<file path="src/rtl/num_matrix_loader_if.sv">
// Element write port between the matrix loader and matrix storage.
// The loader holds valid, addr and data steady until storage raises ready.
interface num_matrix_loader_if #(
    parameter int DATA_WIDTH  = 32,
    parameter int EADDR_WIDTH = 5
);
    logic                   mat_wr_valid;
    logic                   mat_wr_ready;
    logic [EADDR_WIDTH-1:0] mat_wr_addr;
    logic [DATA_WIDTH-1:0]  mat_wr_data;

    modport master (
        output mat_wr_valid,
        output mat_wr_addr,
        output mat_wr_data,
        input  mat_wr_ready
    );

    modport slave (
        input  mat_wr_valid,
        input  mat_wr_addr,
        input  mat_wr_data,
        output mat_wr_ready
    );
endinterface

</file>
<file path="src/rtl/num_matrix_loader.sv">
// Reads rows, cols and elements from the separator RAM into matrix storage.
// LOADER_ZERO_FILL_EN: a short element count is padded with zero writes.
module num_matrix_loader #(
    parameter int DATA_WIDTH  = 32,
    parameter int ADDR_WIDTH  = 11,
    parameter int MAX_DIM     = 5,
    parameter int EADDR_WIDTH = 5
) (
    input  logic                  clk,
    input  logic                  rst,
    input  logic                  sep_done,
    input  logic                  sep_invalid,
    input  logic [ADDR_WIDTH-1:0] sep_num_count,
    output logic [ADDR_WIDTH-1:0] rd_addr,
    input  logic [DATA_WIDTH-1:0] rd_data,
    num_matrix_loader_if.master   mat,
    output logic [2:0]            mat_rows,
    output logic [2:0]            mat_cols,
    output logic                  busy,
    output logic                  load_done,
    output logic                  load_error,
    output logic [1:0]            err_code
);

    typedef enum logic [3:0] {
        IDLE, CHK_SEP, RD_ROWS, RD_COLS, DIMCHK,
        RD_ELEM, WR_ELEM, DONE, ERR
    } state_t;

    localparam logic signed [DATA_WIDTH-1:0] DIM_LO = DATA_WIDTH'(1);
    localparam logic signed [DATA_WIDTH-1:0] DIM_HI = DATA_WIDTH'(MAX_DIM);

    state_t                 state;
    logic                   sep_q;
    logic                   rows_ok;
    logic [ADDR_WIDTH-1:0]  navail;
    logic [EADDR_WIDTH-1:0] total;
    logic [EADDR_WIDTH-1:0] idx;

    logic                   trigger;
    logic                   dim_ok;
    logic                   count_bad;
    logic [EADDR_WIDTH-1:0] prod;
    logic [EADDR_WIDTH-1:0] idx_nx;

    assign trigger = sep_done & ~sep_q;
    assign dim_ok  = ($signed(rd_data) >= DIM_LO) &&
                     ($signed(rd_data) <= DIM_HI);
    assign prod    = EADDR_WIDTH'(mat_rows) * EADDR_WIDTH'(rd_data[2:0]);
    assign idx_nx  = idx + EADDR_WIDTH'(1);

`ifdef LOADER_ZERO_FILL_EN
    assign count_bad = navail > ADDR_WIDTH'(prod);
`else
    assign count_bad = navail != ADDR_WIDTH'(prod);
`endif

    // Tracking sep_done through reset keeps a held level from retriggering.
    always_ff @(posedge clk) begin
        sep_q <= sep_done;
        if (rst) begin
            state            <= IDLE;
            rows_ok          <= 1'b0;
            navail           <= '0;
            total            <= '0;
            idx              <= '0;
            rd_addr          <= '0;
            mat.mat_wr_valid <= 1'b0;
            mat.mat_wr_addr  <= '0;
            mat.mat_wr_data  <= '0;
            mat_rows         <= '0;
            mat_cols         <= '0;
            busy             <= 1'b0;
            load_done        <= 1'b0;
            load_error       <= 1'b0;
            err_code         <= 2'd0;
        end else begin
            unique case (state)
                IDLE, DONE, ERR: begin
                    if (trigger) begin
                        state      <= CHK_SEP;
                        busy       <= 1'b1;
                        load_done  <= 1'b0;
                        load_error <= 1'b0;
                        err_code   <= 2'd0;
                    end
                end
                CHK_SEP: begin
                    navail <= sep_num_count - ADDR_WIDTH'(2);
                    idx    <= '0;
                    if (sep_invalid) begin
                        state      <= ERR;
                        busy       <= 1'b0;
                        load_done  <= 1'b1;
                        load_error <= 1'b1;
                        err_code   <= 2'd1;
                    end else if (sep_num_count < ADDR_WIDTH'(2)) begin
                        state      <= ERR;
                        busy       <= 1'b0;
                        load_done  <= 1'b1;
                        load_error <= 1'b1;
                        err_code   <= 2'd2;
                    end else begin
                        rd_addr <= '0;
                        state   <= RD_ROWS;
                    end
                end
                RD_ROWS: begin
                    rd_addr <= ADDR_WIDTH'(1);
                    state   <= RD_COLS;
                end
                RD_COLS: begin
                    mat_rows <= rd_data[2:0];
                    rows_ok  <= dim_ok;
                    // Issue the first element read now so it lands in RD_ELEM.
                    rd_addr  <= ADDR_WIDTH'(2);
                    state    <= DIMCHK;
                end
                DIMCHK: begin
                    mat_cols <= rd_data[2:0];
                    total    <= prod;
                    if (!rows_ok || !dim_ok) begin
                        state      <= ERR;
                        busy       <= 1'b0;
                        load_done  <= 1'b1;
                        load_error <= 1'b1;
                        err_code   <= 2'd2;
                    end else if (count_bad) begin
                        state      <= ERR;
                        busy       <= 1'b0;
                        load_done  <= 1'b1;
                        load_error <= 1'b1;
                        err_code   <= 2'd3;
                    end else begin
                        state <= RD_ELEM;
                    end
                end
                RD_ELEM: begin
                    mat.mat_wr_addr  <= idx;
                    mat.mat_wr_data  <= (ADDR_WIDTH'(idx) < navail) ?
                                        rd_data : '0;
                    mat.mat_wr_valid <= 1'b1;
                    // Prefetch the next word while the write handshake runs.
                    rd_addr          <= rd_addr + ADDR_WIDTH'(1);
                    state            <= WR_ELEM;
                end
                WR_ELEM: begin
                    if (mat.mat_wr_ready) begin
                        mat.mat_wr_valid <= 1'b0;
                        idx              <= idx_nx;
                        if (idx_nx == total) begin
                            state     <= DONE;
                            busy      <= 1'b0;
                            load_done <= 1'b1;
                        end else begin
                            state <= RD_ELEM;
                        end
                    end
                end
                default: state <= IDLE;
            endcase
        end
    end

endmodule

</file>
<file path="src/flat_wrapper.sv">
// flat-port wrapper written by rule: the top's interface ports become plain ports
module num_matrix_loader_flat 
#(
    parameter int DATA_WIDTH  = 32,
    parameter int ADDR_WIDTH  = 11,
    parameter int MAX_DIM     = 5,
    parameter int EADDR_WIDTH = 5
)
  (clk, rst, sep_done, sep_invalid, sep_num_count, rd_addr, rd_data, mat_rows, mat_cols, busy, load_done, load_error, err_code, mat_mat_wr_valid, mat_mat_wr_addr, mat_mat_wr_data, mat_mat_wr_ready);
  num_matrix_loader_if #(.DATA_WIDTH(DATA_WIDTH), .EADDR_WIDTH(EADDR_WIDTH)) mat_i ();
  input  logic clk;
  input  logic rst;
  input  logic sep_done;
  input  logic sep_invalid;
  input  logic [ADDR_WIDTH-1:0] sep_num_count;
  output logic [ADDR_WIDTH-1:0] rd_addr;
  input  logic [DATA_WIDTH-1:0] rd_data;
  output logic [2:0] mat_rows;
  output logic [2:0] mat_cols;
  output logic busy;
  output logic load_done;
  output logic load_error;
  output logic [1:0] err_code;
  output wire logic [$bits(mat_i.mat_wr_valid)-1:0] mat_mat_wr_valid;
  output wire logic [$bits(mat_i.mat_wr_addr)-1:0] mat_mat_wr_addr;
  output wire logic [$bits(mat_i.mat_wr_data)-1:0] mat_mat_wr_data;
  input wire logic [$bits(mat_i.mat_wr_ready)-1:0] mat_mat_wr_ready;
  assign mat_mat_wr_valid = mat_i.mat_wr_valid;
  assign mat_mat_wr_addr = mat_i.mat_wr_addr;
  assign mat_mat_wr_data = mat_i.mat_wr_data;
  assign mat_i.mat_wr_ready = mat_mat_wr_ready;
  num_matrix_loader #(.DATA_WIDTH(DATA_WIDTH), .ADDR_WIDTH(ADDR_WIDTH), .MAX_DIM(MAX_DIM), .EADDR_WIDTH(EADDR_WIDTH)) u_core (.clk(clk), .rst(rst), .sep_done(sep_done), .sep_invalid(sep_invalid), .sep_num_count(sep_num_count), .rd_addr(rd_addr), .rd_data(rd_data), .mat(mat_i), .mat_rows(mat_rows), .mat_cols(mat_cols), .busy(busy), .load_done(load_done), .load_error(load_error), .err_code(err_code));
endmodule
</file>
<file path="config.mk">
export PLATFORM = sky130hd
export DESIGN_NAME = num_matrix_loader_flat
export DESIGN_NICKNAME = d
export VERILOG_FILES = /design/src/rtl/num_matrix_loader_if.sv /design/src/rtl/num_matrix_loader.sv /design/src/flat_wrapper.sv
export SDC_FILE = /design/constraint.sdc
export NUM_CORES = 1
export LEC_CHECK = 0
export CORE_MARGIN = 8
export CORE_UTILIZATION = 31
export CTS_CLUSTER_SIZE = 28
export DETAILED_ROUTE_END_ITERATION = 10
export SYNTH_ARGS = -nofsm -noshare
export SYNTH_HDL_FRONTEND = slang
export SYNTH_SLANG_ARGS = --single-unit
</file>
<file path="constraint.sdc">
create_clock -name clk -period 4.3 [get_ports clk]
set_input_delay 0.645 -clock clk [delete_from_list [all_inputs] [get_ports clk]]
set_output_delay 0.645 -clock clk [all_outputs]
set_load 0.02 [all_outputs]
</file>
# --- After elaboration in Yosys (flattened, before gate mapping) ---
# Cells that the tools add are included.
totals:
  reg_bits: 87
  latchBits: 0
  ramBits: 0
  romBits: 0
  inputBits: 48
  output_inout_bits: 60
  elab_cells: 99
  n_memories: 0
op_classes:
  n_addsub: 3
  multipliers: 1
  div_mod_pow: 0
  n_lt_le_gt_ge: 4
  n_eq_ne: 17
  n_shift: 0
  muxes: 39
  n_bitwise: 2
  reduce_logical: 17
ops:
  columns: ["op", "n"]
  rows:
  - ["case mux 11 bit (4 select lines)", 1]
  - ["greater-or-equal comparator 32 x 2 -> 1 bit, second input constant", 1]
  - ["less-or-equal comparator 32 x 4 -> 1 bit, second input constant", 1]
  - ["2-to-1 mux 32 bit", 1]
  - ["case mux 4 bit (7 select lines)", 1]
  - ["2-to-1 mux 4 bit", 6]
  - ["2-to-1 mux 11 bit", 2]
  - ["equality test 4 x 3 -> 1 bit, second input constant", 4]
  - ["2-to-1 mux 1 bit", 15]
  - ["2-to-1 mux 2 bit", 6]
  - ["adder 11 x 1 -> 11 bit, second input constant", 1]
  - ["less-than comparator 11 x 2 -> 1 bit, second input constant", 1]
  - ["less-than comparator 5 x 11 -> 1 bit", 1]
  - ["inequality test 11 x 5 -> 1 bit", 1]
  - ["subtractor 11 x 2 -> 11 bit, second input constant", 1]
  - ["case mux 5 bit (2 select lines)", 1]
  - ["equality test 4 x 2 -> 1 bit, second input constant", 2]
  - ["case mux 1 bit (4 select lines)", 2]
  - ["nonzero test 4 bit", 2]
  - ["inequality test 2 bit, second input constant", 3]
  - ["case mux 2 bit (3 select lines)", 1]
  - ["AND reduction 2 bit", 3]
  - ["AND reduction 6 bit", 1]
  - ["adder 5 x 1 -> 5 bit, second input constant", 1]
  - ["other kinds (21)", 24]

# --- Logic depth before layout (Yosys ltp) ---
# Gate-level depths: netlist of the first run.
depth:
  depth_word: 6
  mapped_depth: 12
  depth_no_buf: 12

# --- Least setup slack after synthesis of the first run ---
# No wires, ideal clock.
synth_timing:
  kind: "in2reg"
  start: "input port rd_data[2]"
  end: "register u_core.busy"
  setup_time_ps: 70
  arrival_time_ps: 3083
  required_ps: 4230
  path_slack_ps: 1146
  stages: 12
  n_path_buf: 0
  path_cell_list: "nand2_1 fa_1 inv_1 ha_1 inv_1 fa_1 xor2_2 xnor3_1 nor4_4 and4b_4 o31ai_1 a21oi_1"
synth_between:
  elab_chain_cells: 6
  word_cells_on_any_way: 11
  classes_between: "1 x mul; 2 x order compare; 2 x eq/ne; 2 x mux; 4 x reduce/logical"
synth_lines:
  columns: ["item", "line_no", "source"]
  rows:
  - ["start, declared", "flat_wrapper.sv:17", "input logic [DATA_WIDTH-1:0] rd_data;"]
  - ["branches (longest 6 deep; another with multiplier 3 x 3 -> 5 bit)", null, null]
  - ["end signal, assigned", "num_matrix_loader.sv:124", "busy <= 1'b0;"]
  - ["end signal, assigned", "num_matrix_loader.sv:130", "busy <= 1'b0;"]
  - ["end signal, assigned", "num_matrix_loader.sv:153", "busy <= 1'b0;"]
  - ["end, declared", "num_matrix_loader.sv:19", "output logic busy,"]
# Several ways; the timed one is not identified.
# A chain may end at the register's enable or synchronous reset.

# --- Worst setup path after layout of the first run ---
layout_timing:
  start: "input port rd_data[1]"
  end: "register u_core.state[0]"
layout_between:
  elab_chain_cells: 6
  word_cells_on_any_way: 10
  classes_between: "1 x mul; 2 x order compare; 1 x eq/ne; 3 x mux; 3 x reduce/logical"
layout_lines:
  columns: ["item", "line_no", "source"]
  rows:
  - ["branches (longest 4 deep; another with multiplier 3 x 3 -> 5 bit)", null, null]
  - ["2-to-1 mux 4 bit (*)", "num_matrix_loader.sv:122", "if (!rows_ok || !dim_ok) begin"]
  - ["case mux 4 bit (7 select lines) (*)", "num_matrix_loader.sv:78", "unique case (state)"]
  - ["end signal, assigned", "num_matrix_loader.sv:81", "state <= CHK_SEP;"]
  - ["end signal, assigned", "num_matrix_loader.sv:123", "state <= ERR;"]
  - ["end signal, assigned", "num_matrix_loader.sv:129", "state <= ERR;"]
  - ["end, declared", "num_matrix_loader.sv:33", "state_t state;"]
# Mark *: on every way between the ends.

==> results.toml, run 1 <==
[yosys]
netlist.top_cell.by_area = "sky130_fd_sc_hd__dfxtp_1"
syn_avg_cell_area_um2 = 8.26
post_synth_inst_count = 560
synth.ff_latch_count = 87
postSynth.asyncResetShare = 0
seq_total_area_yosys = 0.377
ys.flop_type = "sky130_fd_sc_hd__dfxtp_1"
yosys_synthesis_warning_count = 0
synth_nets = 620
edff_count_synth = 0
synthDistinctLibCells = 51
cell_area_after_synthesis_um2 = 4620
post-synth-top-area-fraction = 0.377
synth_top_cells_by_area = "sky130_fd_sc_hd__dfxtp_1, sky130_fd_sc_hd__a32oi_1, sky130_fd_sc_hd__and3_1"

[die]
fp.dieArea_um2 = 19100
fp.coreArea_um2 = 14500
ios = 108
floorplan.die.height_um = 138
chipWidth_um = 138
placement_rows = 44
initial_utilization = 0.318

[critical_path]
critPathCaptureType = "register"
crit_required_ns = 4.56
setup.worst_path.start = "rd_data[1]"
cpLargestDelayFamily = "adder cells"
crit_type = "in -> reg"
worstSetupStartpointType = "input pin"
total_number_of_cells_along_the_worst_setup_path = 13
worst_path_max_delay_cell = "sky130_fd_sc_hd__clkdlybuf4s50_1"
worst-endpoint-arrival_ns = 3.99
critical_path.cell_chain = "clkdlybuf4s50_1, nand2_1, fa_1, inv_1, ha_1, inv_1, fa_1, xor2_2, xnor3_1, nor4_4, and4b_4, o21bai_1, a21oi_1"
critical-path-max-stage-delay_ns = 0.63
timing.critical_path.buf_inv = 3
crit_path_max_fanout = 8
reg2reg_depth = 12
worst_flop_to_flop_path_startpoint = "u_core.mat_rows[0]"

[timing]
min_period_over_period = 0.867
max_transition_viols_final = 0
slew-limit-headroom = 0.295
tightest_slew_ns = 1.06
tns_ns = 0
finalHoldViolations = 0
setup_viol = 0
final_period_minus_worst_setup_slack_ns = 3.73
rsz_0062_raised_after_global_routing = "false"
hold_ws_ns = 0.457
worst_skew_ns = 0.00940
fmaxAchievable_mhz = 268

[power_and_ir_drop]
power.sequential.fraction = 0.359
power_frac_clock = 0.282
ir_drop_mv = 0.300
switching_share = 0.385
total_switching_power_w = 0.00110
total_power_w = 0.00286
comb_power_share = 0.359
p_int_w = 0.00176
leakage_nw = 2.19
cellPowerDensity_nw_per_um2 = 466

[place]
globalplace.congestion = 0.817
hpwlAfterDp_um = 9870
io_buffer_count = 107

[cts]
clock_sinks = 87
clock_path_buffers = 2
clkTransAtPathRegs_ns = 0.07
worst_skew_pair.late_latency_ns = 0.34
tritoncts = "built"
number_of_buffers_inserted_by_hold_repair_at_cts = 0
cells_resized_by_post_cts_repair = 0
post_cts_setup_buffers = 0
clk_root_buffer_cell = "sky130_fd_sc_hd__clkbuf_16"
htree_num_levels = 3
numCtsBuffers = 9

[grt]
grt_pass1_wl_um = 22000
grt_max_degree = 65
first_global_vias = 4080
grt_overflow = 0
global_route.usage.total = 0.139
initial_antenna_violation_count = 0

[detailed_routing]
drcViolationCount = 0
routed-via-count = 4329
average_routed_wire_per_standard_cell_um = 16.3
ant_nets = 0
dr.first_iter.drc_count = 291
wirelength_um = 13600
drt_pre_antenna_iters = 5
avgViaCountPerCell = 5.17

[layout]
finish.net_count = 708
final_cell_mix = "sky130_fd_sc_hd__clkdlybuf4s50_1, sky130_fd_sc_hd__dfxtp_1, sky130_fd_sc_hd__nor2_1, sky130_fd_sc_hd__inv_1, sky130_fd_sc_hd__nand2_1"
num_antenna_cells = 0
flow.area_growth_from_synthesis_pct = 32.8
drive_gt1_frac = 0.0521
layout_commonest_cell = "sky130_fd_sc_hd__clkdlybuf4s50_1"
post-route-util = 0.422

[min_path]
hold_path_startpoint = "u_core.mat.mat_wr_addr[0]"
timing.hold.worst_path_depth = 2
holdCritPathClass = "reg -> reg"

[outcome]
result_of_the_run = "finished, final reports clean"

[flow_run]
max_cap_viol_count = 0
cells by family (layout without fill, tap and decap cells):
kind of cell | after synthesis | in the layout | synth area share
simple gates | 197 | 197 | 0.235
compound gates | 144 | 144 | 0.205
flops | 87 | 87 | 0.377
buf+inv | 83 | 176 | 0.0701
xor+xnor | 28 | 28 | 0.0576
fa+ha+maj | 12 | 12 | 0.0357
mux | 9 | 9 | 0.0195
worst paths after layout:
check        slack (ns)                   endpoint
max reg2reg        1.05            u_core.state[0]
min                0.46  u_core.mat.mat_wr_addr[0]
min reg2reg        0.46  u_core.mat.mat_wr_addr[0]
max                0.57            u_core.state[0]
final cells by class:
type	count	area, um^2
multi-input combinational	390	2560
timing repair buffer	115	1130
inverter	45	169
clock inverter	5	63.8
sequential	87	1740
tap	184	230
fill	1464	8390
clock buffer	11	243
metrics by stage:
stage / area, um^2 / worst slack [ns] / instances
2_1_floorplan: 4620 / 1.15 / 560
3_3_place_gp: 5830 / 0.336 / 821
3_5_place_dp: 5830 / 0.251 / 821
4_1_cts: 6140 / 0.566 / 837
5_1_grt: 6140 / 0.404 / 837
6_report: 6140 / 0.571 / 837
synthesized netlist by cell type (8+ instances only):
cell                       instances
sky130_fd_sc_hd__o21ai_0          16
sky130_fd_sc_hd__dfxtp_1          87
sky130_fd_sc_hd__inv_1            44
sky130_fd_sc_hd__o21ai_1          28
sky130_fd_sc_hd__nand2b_1         12
sky130_fd_sc_hd__xnor2_1          14
sky130_fd_sc_hd__nor4_1            8
sky130_fd_sc_hd__and3_1           36
sky130_fd_sc_hd__nor2_1           51
sky130_fd_sc_hd__nand3_1           8
sky130_fd_sc_hd__nand2_1          39
sky130_fd_sc_hd__a21oi_1          29
sky130_fd_sc_hd__a211oi_1         19
sky130_fd_sc_hd__clkbuf_1         30
sky130_fd_sc_hd__mux2i_1           9
sky130_fd_sc_hd__a32oi_1          32
sky130_fd_sc_hd__xor2_1           12
sky130_fd_sc_hd__ha_1             10
power groups by stage:
stage | sequential, W | combinational [W] | clock (W)
after floorplan | 0.00100 | 0.000745 | 0
after global placement | 0.00104 | 0.00101 | 0
after detailed placement | 0.00105 | 0.00103 | 0
after CTS | 0.00103 | 0.00103 | 0.000829
after global routing | 0.00105 | 0.00114 | 0.000866
final | 0.00103 | 0.00103 | 0.000807
state kept, by name, summed over array words and instances, names as in the netlist, 2 cells and up:
register	flops
u_core.err_code	2
u_core.idx	5
u_core.mat.mat_wr_addr	5
u_core.mat.mat_wr_data	32
u_core.mat_cols	3
u_core.mat_rows	3
u_core.navail	11
u_core.rd_addr	11
u_core.state	4
u_core.total	5
worst reg2reg max path, delay by kind of cell (launching register included):
kind,cells,cell delay [ns]
AND/OR/NAND/NOR,3,0.77
XOR/XNOR,2,0.57
flip-flops,1,0.45
AO/OA/AOI/OAI,2,0.24
adder cells (fa/ha/maj),3,1.03
buffers and inverters,2,0.12
per-layer routing:
metal,up-vias,part of all wire,global-route usage
li1,2170,-,-
met1,2054,0.47,0.179
met2,95,0.48,0.225
met3,10,0.039,0.0284
met4,0,0.018,0.0452
met5,-,0,0
(Power assumes the default switching activity.)
==> run 2, diff against run 1 <==
--- a/config.mk
+++ b/config.mk
@@ -5,6 +5,7 @@
 export SDC_FILE = /design/constraint.sdc
 export NUM_CORES = 1
 export LEC_CHECK = 0
+export CORE_ASPECT_RATIO = 1.1
 export CORE_MARGIN = 8
 export CORE_UTILIZATION = 31
 export CTS_CLUSTER_SIZE = 28
==> run 2 against run 1 <==
Effect of this change:
- cell count increased by 1.7%
- wire length increased by 2.1%
- power decreased by 0.29%
- global-route usage increased by 0.55 points
- sequential cell count unchanged
- via count increased by 1.3%
- clock skew about the same
- clock power decreased by 2.7%
- non-clock buffer count increased by 2
- first-iteration DRC count decreased by 4.1%
- largest power group unchanged
- highest routed layer unchanged
==> results.toml, run 2 (same netlist as run 1, synthesis figures left out) <==
[outcome]
result_of_the_run = "finished, final reports clean"

[cts]
htree_num_levels = 3
clk_root_buffer_cell = "sky130_fd_sc_hd__clkbuf_16"
clock_path_buffers = 2
post_cts_setup_buffers = 0
cells_resized_by_post_cts_repair = 0
tritoncts = "built"
numCtsBuffers = 9
clkTransAtPathRegs_ns = 0.06
clock_sinks = 87
number_of_buffers_inserted_by_hold_repair_at_cts = 0
worst_skew_pair.late_latency_ns = 0.34

[layout]
design_area_um2 = 6160
drive_gt1_frac = 0.0550
largest-register = "u_core.mat.mat_wr_data"
finish.net_count = 710
final_cell_mix = "sky130_fd_sc_hd__clkdlybuf4s50_1, sky130_fd_sc_hd__dfxtp_1, sky130_fd_sc_hd__nor2_1, sky130_fd_sc_hd__inv_1, sky130_fd_sc_hd__nand2_1"
multiInputGateArea_um2 = 2560
num_antenna_cells = 0
flow.area_growth_from_synthesis_pct = 33.3
flip_flop_count_of_the_largest_register_after_layout = 32
layout.area.seq_um2 = 1740
layout.filler_cells = 1528
layout_commonest_cell = "sky130_fd_sc_hd__clkdlybuf4s50_1"
biggestRegsByFlops = "u_core.mat.mat_wr_data (32), u_core.navail (11), u_core.rd_addr (11)"

[grt]
first_global_vias = 4243
global_route.usage.total = 0.144
initial_antenna_violation_count = 0
grt_overflow = 0
grt.met2_usage = 0.233
grt_most_used_layer = "met2"
use_met1 = 0.181
global_route.usage.met3 = 0.0469
grt_max_degree = 69
grt_pass1_wl_um = 22300

[critical_path]
crit_path_max_fanout = 5
crit_type = "in -> reg"
critPathCaptureType = "register"
reg2reg_depth = 12
worst-endpoint-arrival_ns = 3.79
crit_required_ns = 4.53
worstSetupStartpointType = "input pin"

[timing]
final_period_minus_worst_setup_slack_ns = 3.56
finalHoldViolations = 0
fmaxAchievable_mhz = 281
worst_skew_ns = 0.00896
slew-limit-headroom = 0.274
hold_ws_ns = 0.463
rsz_0062_raised_after_global_routing = "false"
setup_viol = 0
tns_ns = 0
max_transition_viols_final = 0
tightest_slew_ns = 1.09
post-route-worst-setup-slack_ns = 0.736
min_period_over_period = 0.829

[power_and_ir_drop]
leakage_nw = 2.19
cellPowerDensity_nw_per_um2 = 463
total_power_w = 0.00285
ir_drop_mv = 0.275

[detailed_routing]
ant_nets = 0
wirelength_um = 13900
drcViolationCount = 0
drt_pre_antenna_iters = 4
routed-via-count = 4387
dr.first_iter.drc_count = 279
avgViaCountPerCell = 5.16
average_routed_wire_per_standard_cell_um = 16.4

[place]
hpwlAfterDp_um = 9850
placedInstanceArea_um2 = 5860
globalplace.congestion = 0.789
place_ws_ns = 0.395
io_buffer_count = 107

[die]
ios = 108
fp.dieArea_um2 = 19100
initial_utilization = 0.312
placement_rows = 47
floorplan.die.height_um = 144
fp.coreArea_um2 = 14800
chipWidth_um = 132

[min_path]
timing.hold.worst_path_depth = 2
holdCritPathClass = "reg -> reg"

[flow_run]
max_cap_viol_count = 0
[run 2: changes by cell type in the layout (fill, tap and decap cells not counted), sizes merged]
cell and change:
clkbuf -1, inv -1, clkinvlp +2, buf +2
[run 2: path summary, 6_finish.rpt]
| kind | startpoint | to | slack [ns] |
|---|---|---|---|
| worst max-delay path | rd_data[2] | u_core.load_done | 0.74 |
| worst min-delay path | u_core.mat.mat_wr_addr[4] | u_core.mat.mat_wr_addr[4] | 0.46 |
| worst max register to register | u_core.mat_rows[0] | u_core.load_done | 1.06 |
| worst min register to register | u_core.mat.mat_wr_addr[4] | u_core.mat.mat_wr_addr[4] | 0.46 |
[run 2: layout make-up]
class                   instances  share of cell area
repair buffers                117               0.186
inverters                      45              0.0274
flip-flops and latches         87               0.283
clock buffers                  10              0.0372
clock inverters                 6              0.0114
well taps                     196              0.0398
multi-input cells             390               0.416
[run 2: worst max-delay path, stage by stage]
cell,delay (ns)
sky130_fd_sc_hd__clkdlybuf4s50_1,0.48
sky130_fd_sc_hd__nand2_1,0.08
sky130_fd_sc_hd__fa_1,0.48
sky130_fd_sc_hd__inv_1,0.07
sky130_fd_sc_hd__ha_1,0.15
sky130_fd_sc_hd__inv_1,0.05
sky130_fd_sc_hd__fa_1,0.40
sky130_fd_sc_hd__xor2_2,0.20
sky130_fd_sc_hd__xnor3_1,0.38
sky130_fd_sc_hd__nor4_4,0.31
sky130_fd_sc_hd__and4b_4,0.32
sky130_fd_sc_hd__o311ai_1,0.11
sky130_fd_sc_hd__o41ai_1,0.11
[run 2: metal layers]
| layer | vias to the layer above | share of wire |
|---|---|---|
| met5 | - | 0 |
| met4 | 0 | 0.012 |
| met3 | 12 | 0.059 |
| met2 | 125 | 0.46 |
| met1 | 2081 | 0.47 |
| li1 | 2169 | - |
[run 2: stage by stage]
step                instances   util
global route              851  0.416
floorplan                 560      -
CTS                       851  0.416
global placement          835  0.396
finish                    851  0.416
detailed placement        835  0.396
[run 2: where the power goes]
part | leakage (nW) | internal (W) | switching, W
Combinational | 1.35 | 0.000389 | 0.000645
Sequential | 0.704 | 0.000899 | 0.000134
Clock | 0.135 | 0.000453 | 0.000332
Total | 2.19 | 0.00174 | 0.00111
==> run 3, diff against run 2 <==
==> constraint.sdc (replaced) <==
create_clock -name clk -period 3.14 [get_ports clk]
set_input_delay 0.471 -clock clk [delete_from_list [all_inputs] [get_ports clk]]
set_output_delay 0.471 -clock clk [all_outputs]
set_load 0.02 [all_outputs]
==> run 3 against run 2 <==
Effect of this change:
- non-clock buffer count is 7 higher
- sequential share of layout area is 0.30 points lower
- clock-buffer cell count is 2 higher
- cell count is 0.82% higher
- critical path type unchanged
==> results.toml, run 3 (same netlist as run 1, synthesis figures left out) <==
[grt]
grt_overflow = 0
grt_max_degree = 69
global_route.usage.total = 0.142
first_global_vias = 4173
initial_antenna_violation_count = 0
grt_pass1_wl_um = 22100

[critical_path]
path_common_cell = "sky130_fd_sc_hd__inv_1"
crit_path_max_fanout = 5
critical_path.cell_chain = "clkdlybuf4s15_1, nand2_2, fa_1, inv_1, ha_1, inv_1, fa_2, xor2_1, nand3_1, nor4_4, and4b_4, o311ai_1, o41ai_1"
crit_required_ns = 3.37
crit_type = "in -> reg"
worst-endpoint-arrival_ns = 3.30
worst_path_max_delay_cell = "sky130_fd_sc_hd__fa_2"
critical-path-max-stage-delay_ns = 0.58
critPathCaptureType = "register"
worstSetupStartpointType = "input pin"

[power_and_ir_drop]
cellPowerDensity_nw_per_um2 = 636
comb_power_share = 0.376
leakage_nw = 2.23
power.sequential.fraction = 0.345
switching_share = 0.383
ir_drop_mv = 0.364
total_switching_power_w = 0.00152
p_int_w = 0.00245
power_frac_clock = 0.278

[detailed_routing]
ant_nets = 0
wirelength_um = 13800
drcViolationCount = 0
average_routed_wire_per_standard_cell_um = 16.1
avgViaCountPerCell = 5.12
routed-via-count = 4396
dr.first_iter.drc_count = 290
drt_pre_antenna_iters = 4

[layout]
post-route-util = 0.421
final_cells = 858
biggestRegsByFlops = "u_core.mat.mat_wr_data (32), u_core.navail (11), u_core.rd_addr (11)"
largest-register = "u_core.mat.mat_wr_data"
layout_commonest_cell = "sky130_fd_sc_hd__clkdlybuf4s50_1"
drive_gt1_frac = 0.0710
finish.net_count = 717
flip_flop_count_of_the_largest_register_after_layout = 32
layout.filler_cells = 1511
num_antenna_cells = 0
final_cell_mix = "sky130_fd_sc_hd__clkdlybuf4s50_1, sky130_fd_sc_hd__dfxtp_1, sky130_fd_sc_hd__nor2_1, sky130_fd_sc_hd__inv_1, sky130_fd_sc_hd__nand2_1"
flow.area_growth_from_synthesis_pct = 34.8

[cts]
number_of_buffers_inserted_by_hold_repair_at_cts = 0
clkTransAtPathRegs_ns = 0.06
clk_root_buffer_cell = "sky130_fd_sc_hd__clkbuf_16"
htree_num_levels = 3
clock_path_buffers = 2
post_cts_setup_buffers = 0
tritoncts = "built"
worst_skew_pair.late_latency_ns = 0.34
numCtsBuffers = 9
clock_sinks = 87

[timing]
fmaxAchievable_mhz = 325
finalHoldViolations = 0
final_period_minus_worst_setup_slack_ns = 3.08
max_transition_viols_final = 0
tightest_slew_ns = 1.07
min_period_over_period = 0.980
worst_skew_ns = 0.00826
setup_viol = 0
slew-limit-headroom = 0.288
hold_ws_ns = 0.455

[flow_run]
max_cap_viol_count = 0

[place]
io_buffer_count = 107
placed_cells_incl_taps = 842
hpwlAfterDp_um = 10100
globalplace.congestion = 0.825

[die]
ios = 108
floorplan.die.height_um = 144
chipWidth_um = 132
placement_rows = 47
initial_utilization = 0.312
fp.coreArea_um2 = 14800
fp.dieArea_um2 = 19100

[min_path]
holdCritPathClass = "reg -> reg"

[outcome]
result_of_the_run = "finished, final reports clean"
## run 3: cell types whose count changed in the layout (fill, tap and decap cells not counted), moves of 2 or more
cell,change
sky130_fd_sc_hd__clkdlybuf4s15_1,+2
sky130_fd_sc_hd__buf_4,+7
sky130_fd_sc_hd__nand2_1,-2
sky130_fd_sc_hd__clkdlybuf4s50_1,-3
sky130_fd_sc_hd__clkbuf_8,+2
sky130_fd_sc_hd__nand2_2,+2
## run 3: critical path, delay by kind of cell
| kind | cells | cell delay [ns] |
|---|---|---|
| adders and majority gates | 3 | 1.19 |
| and+or+nand+nor | 4 | 0.92 |
| buffers and inverters | 3 | 0.34 |
| AOI/OAI and AO/OA | 2 | 0.21 |
| xor gates and xnor gates | 1 | 0.15 |
## run 3: per-layer routing
| metal | up-vias | track usage | wire [um] |
|---|---|---|---|
| met5 | - | 0 | 0 |
| met4 | 0 | 0.0437 | 193 |
| met3 | 18 | 0.0389 | 943 |
| met2 | 130 | 0.228 | 6280 |
| met1 | 2054 | 0.182 | 6410 |
| li1 | 2194 | - | - |
## run 3: final timing paths
check / start / to / slack [ns] / cells after the start
max reg2reg: u_core.mat_rows[2] / u_core.load_done / 0.10 / 12
min reg2reg: u_core.mat.mat_wr_addr[1] / u_core.mat.mat_wr_addr[1] / 0.45 / 2
max: rd_data[0] / u_core.load_done / 0.06 / 13
min: u_core.mat.mat_wr_addr[1] / u_core.mat.mat_wr_addr[1] / 0.45 / 2
## run 3: what timing repair did
action | 4_1_cts | 5_1_grt
pin swaps | 6 | 4
gates resized for setup | 4 | 5
cloned | 0 | 0
setup endpoints to repair | 8 | 5
## run 3: final cells by class
type / count / area (um^2) / share of cell area
Inverter: 45 / 169 / 0.0271
Tap cell: 196 / 245 / 0.0393
Clock buffer: 12 / 256 / 0.0411
Clock inverter: 4 / 53.8 / 0.00863
Multi-Input combinational cell: 390 / 2570 / 0.412
Sequential cell: 87 / 1740 / 0.280
Timing Repair Buffer: 124 / 1200 / 0.192
## run 3: power by group through the flow
stage | Clock, W | Combinational, W | Sequential (W)
2_1_floorplan | 0 | 0.00102 | 0.00137
3_3_place_gp | 0 | 0.00147 | 0.00139
3_5_place_dp | 0 | 0.00150 | 0.00140
4_1_cts | 0.00113 | 0.00151 | 0.00137
5_1_grt | 0.00118 | 0.00165 | 0.00139
6_report | 0.00110 | 0.00149 | 0.00137
## run 3: metrics by stage
stage / setup WS, ns / power [W] / setup TNS [ns] / area [um^2]
2_1_floorplan: 0.0960 / 0.00240 / 0 / 4620
3_3_place_gp: -0.533 / 0.00286 / -3.68 / 5920
3_5_place_dp: -0.615 / 0.00289 / -4.33 / 5920
4_1_cts: 0.00681 / 0.00401 / 0 / 6220
5_1_grt: -0.00669 / 0.00422 / -0.00669 / 6230
6_report: 0.0619 / 0.00396 / 0 / 6230
